**src/rtl/bc_dcpl.sv**
```systemverilog
// bc_dcpl: decoupled broadcast. Each accepted din word is written into SIZE
// independent per-channel FIFOs (DEPTH entries each). The input stalls only
// when some channel's FIFO is full. All outputs come from registered state.
// Optional feature macro: BC_DCPL_LEVEL_EN adds the dout_level occupancy port.
module bc_dcpl #(
    parameter int SIZE  = 2,
    parameter int WIDTH = 16,
    parameter int DEPTH = 4
) (
    input  logic                              clk,
    input  logic                              rst_n,
    input  logic                              din_valid,
    input  logic [WIDTH-1:0]                  din_data,
    output logic                              din_ready,
    output logic [SIZE-1:0]                   dout_valid,
    output logic [WIDTH*SIZE-1:0]             dout_data,
    input  logic [SIZE-1:0]                   dout_ready
`ifdef BC_DCPL_LEVEL_EN
    ,
    output logic [SIZE*($clog2(DEPTH)+1)-1:0] dout_level
`endif
);

    localparam int AW = $clog2(DEPTH);
    localparam int CW = AW + 1;
    localparam logic [CW-1:0] FULL = CW'(DEPTH);

    logic [WIDTH-1:0] mem    [SIZE][DEPTH];
    logic [AW-1:0]    rd_ptr [SIZE];
    logic [AW-1:0]    wr_ptr [SIZE];
    logic [CW-1:0]    count  [SIZE];
    logic [CW-1:0]    cnt_nxt[SIZE];
    logic             push;
    logic [SIZE-1:0]  pop;
    logic             rdy_nxt;

    assign push = din_valid & din_ready;

    // Per-channel pop qualification, next occupancy and next-cycle din_ready.
    always_comb begin
        pop     = '0;
        rdy_nxt = 1'b1;
        for (int unsigned i = 0; i < SIZE; i++) begin
            pop[i]     = dout_ready[i] & dout_valid[i];
            cnt_nxt[i] = count[i];
            if (push && !pop[i])
                cnt_nxt[i] = count[i] + CW'(1);
            else if (!push && pop[i])
                cnt_nxt[i] = count[i] - CW'(1);
            if (cnt_nxt[i] == FULL)
                rdy_nxt = 1'b0;
        end
    end

    // Control state: counts, pointers and the registered valid/ready outputs.
    always_ff @(posedge clk) begin
        if (!rst_n) begin
            for (int unsigned i = 0; i < SIZE; i++) begin
                count[i]  <= '0;
                rd_ptr[i] <= '0;
                wr_ptr[i] <= '0;
            end
            dout_valid <= '0;
            din_ready  <= 1'b0;
        end else begin
            for (int unsigned i = 0; i < SIZE; i++) begin
                count[i]      <= cnt_nxt[i];
                dout_valid[i] <= (cnt_nxt[i] != '0);
                if (pop[i])
                    rd_ptr[i] <= rd_ptr[i] + AW'(1);
                if (push)
                    wr_ptr[i] <= wr_ptr[i] + AW'(1);
            end
            din_ready <= rdy_nxt;
        end
    end

    // FIFO storage; not reset, contents are only observed while valid.
    always_ff @(posedge clk) begin
        if (push) begin
            for (int unsigned i = 0; i < SIZE; i++)
                mem[i][wr_ptr[i]] <= din_data;
        end
    end

    // Head-of-FIFO read, driven purely by registered pointers and storage.
    always_comb begin
        dout_data = '0;
        for (int unsigned i = 0; i < SIZE; i++)
            dout_data[i*WIDTH +: WIDTH] = mem[i][rd_ptr[i]];
    end

`ifdef BC_DCPL_LEVEL_EN
    // Occupancy export: one registered count per channel.
    always_comb begin
        dout_level = '0;
        for (int unsigned i = 0; i < SIZE; i++)
            dout_level[i*CW +: CW] = count[i];
    end
`endif

endmodule

```
**config.mk**
```make
export PLATFORM = sky130hd
export DESIGN_NAME = bc_dcpl
export DESIGN_NICKNAME = d
export VERILOG_FILES = /design/src/rtl/bc_dcpl.sv
export SDC_FILE = /design/constraint.sdc
export NUM_CORES = 1
export LEC_CHECK = 0
export CORE_UTILIZATION = 38
export DETAILED_ROUTE_END_ITERATION = 8
export PLACE_DENSITY = 0.62
export SYNTH_ARGS = -nofsm -noshare
export SYNTH_HDL_FRONTEND = slang
export SYNTH_SLANG_ARGS = --single-unit
```
**constraint.sdc**
```tcl
create_clock -name clk -period 2.8 [get_ports clk]
set_input_delay 0.56 -clock clk [delete_from_list [all_inputs] [get_ports clk]]
set_output_delay 0.56 -clock clk [all_outputs]
set_load 0.005 [all_outputs]
```
After elaboration in Yosys (flattened, before gate mapping)
Memory sizes are Yosys's and may differ from the RTL's.
Cells that the tools add are included.
Storage, ports and cells
  output and inout bits: 35
  memory bits (writable): 142
  input port bits: 21
  flip-flop bits (word level): 3
  memories: 4
Memories
  mem: words 2, width 64, read ports 2, clocked after Yosys merged registers in 0, wr ports 2, line 28  | logic [WIDTH-1:0] mem [SIZE][DEPTH];
  count: words 2, width 3, read ports 2, clocked after Yosys merged registers in 0, wr ports 2, line 31  | logic [CW-1:0] count [SIZE];
  rd_ptr: words 2, width 2, read ports 2, clocked after Yosys merged registers in 0, wr ports 2, line 29  | logic [AW-1:0] rd_ptr [SIZE];
  wr_ptr: words 2, width 2, read ports 2, clocked after Yosys merged registers in 0, wr ports 2, line 30  | logic [AW-1:0] wr_ptr [SIZE];
Cells by class
  equal/unequal tests: 2
  reductions and logical operators: 12
  add/sub/neg operators: 8
  $lt $le $gt $ge: 6
  bitwise logic cells: 14
  mux-type cells: 34
Operator list (number)
  64-bit 2-to-1 mux: 2
  16-bit 2-to-1 mux: 6
  16-bit binary-select mux with 2-bit select: 2
  16-bit demux with 2-bit select: 2
  3-bit 2-to-1 mux: 6
  3-bit >= comparator (second input constant): 4
  1-bit 2-to-1 mux: 12
  2-bit NOT with 3-bit output: 4
  2-bit by 1-bit adder with 2-bit output (second input constant): 4
  2-bit 2-to-1 mux: 4
  3-bit by 1-bit adder with 3-bit output (second input constant): 2
  3-bit equality test (second input constant): 2
  1-bit logical AND: 6
  3-bit by 1-bit < comparator with 1-bit output (second input constant): 2
  1-bit bitwise OR: 6
  3-bit nonzero test: 2
  3-bit by 1-bit subtractor with 3-bit output (second input constant): 2
  1-bit AND: 3
  1-bit logical NOT: 3
  2-bit OR reduction: 1
  1-bit NOT: 1

Longest topological paths before layout
Gate-level depths: netlist (run 1).
  depth after elaboration: 7
  gate-level depth with buffers: 6
  depth with buffers taken out: 5

Worst setup path after synthesis (run 1)
OpenSTA, ideal clock, no wires.
  path kind: flip-flop to output port
  start: memory rd_ptr[0][0] (netlist bit)
  end: output port dout_data[0]
  data required time: 2.240 ns
  slack: 0.930 ns
  stages on the path, launching flop included: 4
  data arrival time: 1.310 ns
  cell sequence: edfxtp_1 -> buf_2 -> buf_4 -> mux4_2
RTL lines
  start: declaration: line 29
  end: declaration: line 16  | output logic [WIDTH*SIZE-1:0] dout_data,

==> impl_metrics.toml, run 1 <==
[setup_path]
crit_chain = "buf_4 -> mux4_2 -> clkdlybuf4s50_1"
criticalPathCategory = "register to output pin"
timing.critical_path.from_type = "register"
cpPeakStageDelay_ns = 0.50
crit_arrival_ns = 2.05
cp-end-kind = "output pin"
critPathSlowestCell = "sky130_fd_sc_hd__mux4_2"
cp.required_ns = 2.24
crit_fanout = 5

[power]
cellPowerDensity_nw_per_um2 = 905
static-leakage-power_nw = 2.50
post-layout-total-power_w = 0.00650
vdd_ir_drop_max_mv = 0.430

[clocking]
tritoncts_num_sinks = 145
cts_hold_buf = 0
cts-buffers-inserted = 17
cts_buffer_depth = 2
cts_tree = "built"
path_clk_slew_ns = 0.06
insertion_delay_ns = 0.41
ctsRootBufferMaster = "sky130_fd_sc_hd__clkbuf_16"
cts-htree-levels = 4

[placement]
hpwlAfterDp_um = 6140
numPortBuffers = 55
finalWeightedCongestion = 0.671
preCtsSetupSlack_ns = 0.320

[timing]
worst_slack_ns = 0.194
timing.fmax_mhz = 384
finalHoldViolations = 0
setup-violations-final = 0
timing_max_transition_violations_final = 0
maxSlewHeadroom_pct = 58.7
fin_setup_tns_ns = 0
layout_worst_path_cycle_share_pct = 93.1
period_minus_slack_ns = 2.61
final.setup_skew_ns = 0.0122
grt_setup_unrepaired = "no"
worst-slew-pin-transition_ns = 0.618

[finish]
final.fill_count = 1200
area_delta_synth_final_pct = 26.5
final_layout_size_suffix_gt1_share_pct = 23.2
antennaDiodeCount = 0
final-seq-area_um2 = 4260
num-nets-final = 388
multiInputGateArea_um2 = 1320

[grt]
grt_pass1_vias = 2876
number_of_antenna_violations_at_the_first_check_in_global_routing = 0
grt_max_degree = 19
first_pass_grt_wire_length_um = 15800
track_usage_pct = 13.8
grt-ovfl-total = 0

[run_status]
result_of_the_run = "complete, no violations"

[detailed_routing]
drt_wl_total_um = 9850
drcViolationCount = 0
routedWlPerCell_um = 17.9
number_of_antenna_violating_nets_in_the_routed_design = 0
dr.pass1.iters = 6
dr.first_iter.drc_count = 197
dr_total_vias = 2764
avgViaCountPerCell = 5.02

[synth]
synth_enable_flop_cells = 136
most_frequent_cell_after_synthesis = "sky130_fd_sc_hd__edfxtp_1"
synth_top_area_share_pct = 72.0
synth-async-reset-ratio_pct = 0
syn_inst = 274
syn_area_um2 = 5680
synth.yosys.warnings = 0
ys_ff_latch = 145
yosys.cell_types.count = 33
synth_largest_area_cell = "sky130_fd_sc_hd__edfxtp_1"
netlist_top_cells_count = "136 x sky130_fd_sc_hd__edfxtp_1, 32 x sky130_fd_sc_hd__mux4_2, 13 x sky130_fd_sc_hd__nand2_1"
avgSynthCellArea_um2 = 20.7
synth_area_leaders = "sky130_fd_sc_hd__edfxtp_1 72%, sky130_fd_sc_hd__mux4_2 13%, sky130_fd_sc_hd__dfxtp_1 3.2%, sky130_fd_sc_hd__ha_1 2.6%, sky130_fd_sc_hd__and3_1 1.2%"
mappedNetlistNets = 307
most_used_flip_flop_cell_after_synthesis = "sky130_fd_sc_hd__edfxtp_1"
seq_area_frac_synth_pct = 75.1

[flow_run]
cap_viol_max_count = 0

[die]
core-area_um2 = 14500
die_h_um = 124
floorplan.io_pins = 56
initial_cell_density_of_the_core_pct = 39.0
core.rowCount = 44
fp.dieW_um = 124
die_area_um2 = 15400

[min_path]
hold_path_class = "register to register"
[report_power, final]
group	internal [W]	switching [W]	total [W]	leakage [nW]
combinational	0.000770	0.000616	0.00139	0.875
clock	0.00156	0.000791	0.00235	0.302
sequential	0.00265	0.000113	0.00276	1.32
[per-layer routing]
metal	up-vias	part of all wire [%]	global-route usage, %
met3	11	4.4	4.70
met2	64	51	22.8
met1	1423	43	16.7
li1	1266	-	-
met4	0	1.6	5.17
met5	-	0	0
[state kept, by name, indices dropped and copies added (netlist names)]
signal and cells:
wr_ptr 4, dout_valid 2, mem 128, count 6, rd_ptr 4, din_ready 1
[cell families (layout without fill, tap and decap cells)]
logic type	Yosys count	count (layout)	synth area share (%)
AOI/OAI and AO/OA	15	15	2.71
xor gates and xnor gates	6	6	0.926
adders and majority gates	12	12	2.65
buffers and inverters	19	112	1.61
DFF	145	145	75.1
muxes	35	35	13.2
and+or+nand+nor	42	42	3.75
[path summary, 6_finish.rpt]
path	start	endpoint	slack (ns)	cells after the start
min reg2reg	count[0][5]	dout_valid[1]	0.60	2
max reg2reg	din_ready	din_ready	1.06	5
min	count[0][5]	dout_valid[1]	0.60	2
max	rd_ptr[0][2]	dout_data[26]	0.19	3
[stage by stage]
| stage | util, % | cells | hold WS [ns] | cell area (µm²) |
|---|---|---|---|---|
| 5_1_grt | 49.4 | 551 | 0.650 | 7180 |
| 3_5_place_dp | 44.7 | 514 | 0.596 | 6500 |
| 2_1_floorplan | - | 274 | 0.556 | 5680 |
| 3_3_place_gp | 44.7 | 514 | 0.570 | 6500 |
| 6_report | 49.4 | 551 | 0.602 | 7180 |
| 4_1_cts | 49.4 | 551 | 0.605 | 7180 |
[area by class of cell]
class | instances | area share (%)
Clock inverter | 13 | 2.68
Timing Repair Buffer | 73 | 9.90
Multi-Input combinational cell | 110 | 18.4
Inverter | 8 | 0.418
Clock buffer | 18 | 5.98
Tap cell | 184 | 3.21
Sequential cell | 145 | 59.4
[layout by cell type, fill, tap and decap left out, types with 2 or more instances in the layout]
cell type,n
sky130_fd_sc_hd__bufinv_16,5
sky130_fd_sc_hd__mux2i_1,3
sky130_fd_sc_hd__edfxtp_1,136
sky130_fd_sc_hd__nor2_1,8
sky130_fd_sc_hd__clkinv_2,3
sky130_fd_sc_hd__clkinv_1,3
sky130_fd_sc_hd__nand3_1,2
sky130_fd_sc_hd__mux4_2,32
sky130_fd_sc_hd__o211ai_1,2
sky130_fd_sc_hd__buf_12,2
sky130_fd_sc_hd__and3_1,11
sky130_fd_sc_hd__buf_4,16
sky130_fd_sc_hd__dfxtp_1,9
sky130_fd_sc_hd__clkdlybuf4s50_1,55
sky130_fd_sc_hd__and2_1,4
sky130_fd_sc_hd__clkbuf_16,17
sky130_fd_sc_hd__inv_1,8
sky130_fd_sc_hd__nand2_1,13
sky130_fd_sc_hd__xnor2_1,5
sky130_fd_sc_hd__ha_1,12
sky130_fd_sc_hd__a21oi_2,2
sky130_fd_sc_hd__o311a_1,2
[worst max-delay path, delay by kind of cell (launching register included)]
kind	cells	cell delay, ns
DFF	1	0.43
muxes	1	0.50
buffers and inverters	2	0.70
[timing repair]
action	4_1_cts	5_1_grt
setup buffers	6	0
setup endpoints to repair	30	0
resized for setup	0	0
No activity file was read; power rests on OpenSTA's default activity.
==> run 2, diff against run 1 <==
Settings changed: CTS_CLUSTER_SIZE from default to 12.
==> results of run 2 <==
Final layout, timing and power as in run 1 (identical DEF).
==> run 3, diff against run 2 <==
Settings changed: SETUP_SLACK_MARGIN from default to 0.4.
==> impl_metrics.toml, run 3 (synthesis results as in run 1) <==
[timing]
timing_max_transition_violations_final = 0
worst-slew-pin-transition_ns = 0.614
final.setup_skew_ns = 0.0104
timing.fmax_mhz = 423
period_minus_slack_ns = 2.36
layout_worst_path_cycle_share_pct = 84.4
maxSlewHeadroom_pct = 58.9
setup-violations-final = 0
fin_setup_tns_ns = 0
finalHoldViolations = 0
grt_setup_unrepaired = "yes"

[setup_path]
cp.required_ns = 2.24
crit_arrival_ns = 1.80
crit_fanout = 5
cpPeakStageDelay_ns = 0.41
crit_chain = "buf_4 -> buf_16 -> mux4_2 -> dlygate4sd2_1"
timing.critical_path.from_type = "register"
criticalPathCategory = "register to output pin"
cp-end-kind = "output pin"
critPathSlowestCell = "sky130_fd_sc_hd__edfxtp_1"

[finish]
antennaDiodeCount = 0
area_delta_synth_final_pct = 28.4
layout.cells.most_common = "sky130_fd_sc_hd__edfxtp_1"
most-common-layout-cells = "136 x sky130_fd_sc_hd__edfxtp_1, 32 x sky130_fd_sc_hd__mux4_2, 23 x sky130_fd_sc_hd__clkdlybuf4s50_1"
num-nets-final = 401
final_layout_size_suffix_gt1_share_pct = 29.7
postLayoutCoreUtil_pct = 50.1
largest_reg_flops = 128

[placement]
hpwlAfterDp_um = 6140
finalWeightedCongestion = 0.671
numPortBuffers = 55

[run_status]
result_of_the_run = "complete, no violations"

[detailed_routing]
number_of_antenna_violating_nets_in_the_routed_design = 0
dr.pass1.iters = 4
drcViolationCount = 0
drt_wl_total_um = 10200
routedWlPerCell_um = 18.0
dr.first_iter.drc_count = 187
avgViaCountPerCell = 5.01
dr_total_vias = 2823

[power]
vdd_ir_drop_max_mv = 0.429
static-leakage-power_nw = 2.66
clock_power_share_pct = 36.0
p_seq_share_pct = 42.3
power_frac_comb_pct = 21.7
sw_frac_of_total_pct = 23.7
cellPowerDensity_nw_per_um2 = 896
total_switching_power_w = 0.00155
power_report.internal_total_w = 0.00498

[die]
core-area_um2 = 14500
die_area_um2 = 15400
initial_cell_density_of_the_core_pct = 39.0
fp.dieW_um = 124
floorplan.io_pins = 56
die_h_um = 124
core.rowCount = 44

[min_path]
hold_path_class = "register to register"

[clocking]
insertion_delay_ns = 0.41
cts_tree = "built"
cts-buffers-inserted = 17
path_clk_slew_ns = 0.06
ctsRootBufferMaster = "sky130_fd_sc_hd__clkbuf_16"
cts_buffer_depth = 2
cts-htree-levels = 4
tritoncts_num_sinks = 145

[grt]
track_usage_pct = 14.2
number_of_antenna_violations_at_the_first_check_in_global_routing = 0
grt_pass1_vias = 2944
grt-ovfl-total = 0
grt_max_degree = 19
first_pass_grt_wire_length_um = 16200

[flow_run]
cap_viol_max_count = 0
## run 3: metal layers
metal | vias up | global-route usage [%] | wire (µm)
met4 | 0 | 5.17 | 166
met2 | 73 | 23.8 | 5260
met5 | - | 0 | 0
met3 | 12 | 4.70 | 460
met1 | 1445 | 17.1 | 4260
li1 | 1293 | - | -
## run 3: worst max-delay path: cells and delay by family, from the launching register on
kind                   cells  cell delay, ns
flip-flops                 1            0.41
buffers and inverters      3            0.58
multiplexers               1            0.40
## run 3: timing repair
action / in CTS / in global routing
resized for setup: 63 / 24
setup endpoints to repair: 32 / 22
buffers inserted: 16 / 1
hold buffers: 0 / 0
gates cloned: 2 / 0
## run 3: metrics by stage
step                      total power, W  hold WS (ns)  cells  setup slack, ns  instance area [µm²]
after floorplan                  0.00357         0.556    274            0.930                 5680
after global placement           0.00415         0.570    514            0.317                 6500
after detailed placement         0.00419         0.596    514            0.320                 6500
after CTS                        0.00660         0.605    563            0.251                 7270
after global routing             0.00682         0.650    564            0.369                 7290
final                            0.00653         0.604    564            0.436                 7290
## run 3: path summary, 6_finish.rpt
path | start | to | slack, ns | cells after the start
hold reg to reg | count[0][5] | dout_valid[1] | 0.60 | 2
hold / removal | count[0][5] | dout_valid[1] | 0.60 | 2
setup / recovery | rd_ptr[0][0] | dout_data[4] | 0.44 | 4
setup reg to reg | din_ready | din_ready | 1.06 | 5
## run 3: power by group through the flow
stage	clock network, W	registers (W)	logic, W
2_1_floorplan	0	0.00277	0.000802
3_3_place_gp	0	0.00285	0.00130
3_5_place_dp	0	0.00286	0.00133
4_1_cts	0.00239	0.00276	0.00145
5_1_grt	0.00248	0.00279	0.00155
6_report	0.00235	0.00276	0.00142
## run 3: layout make-up
class	instances	area (µm²)
clock inverter	13	193
clock buffer	18	429
fill	1191	7250
sequential	145	4260
multi-input combinational	110	1320
inverter	8	30.0
tap	184	230
timing repair buffer	86	822
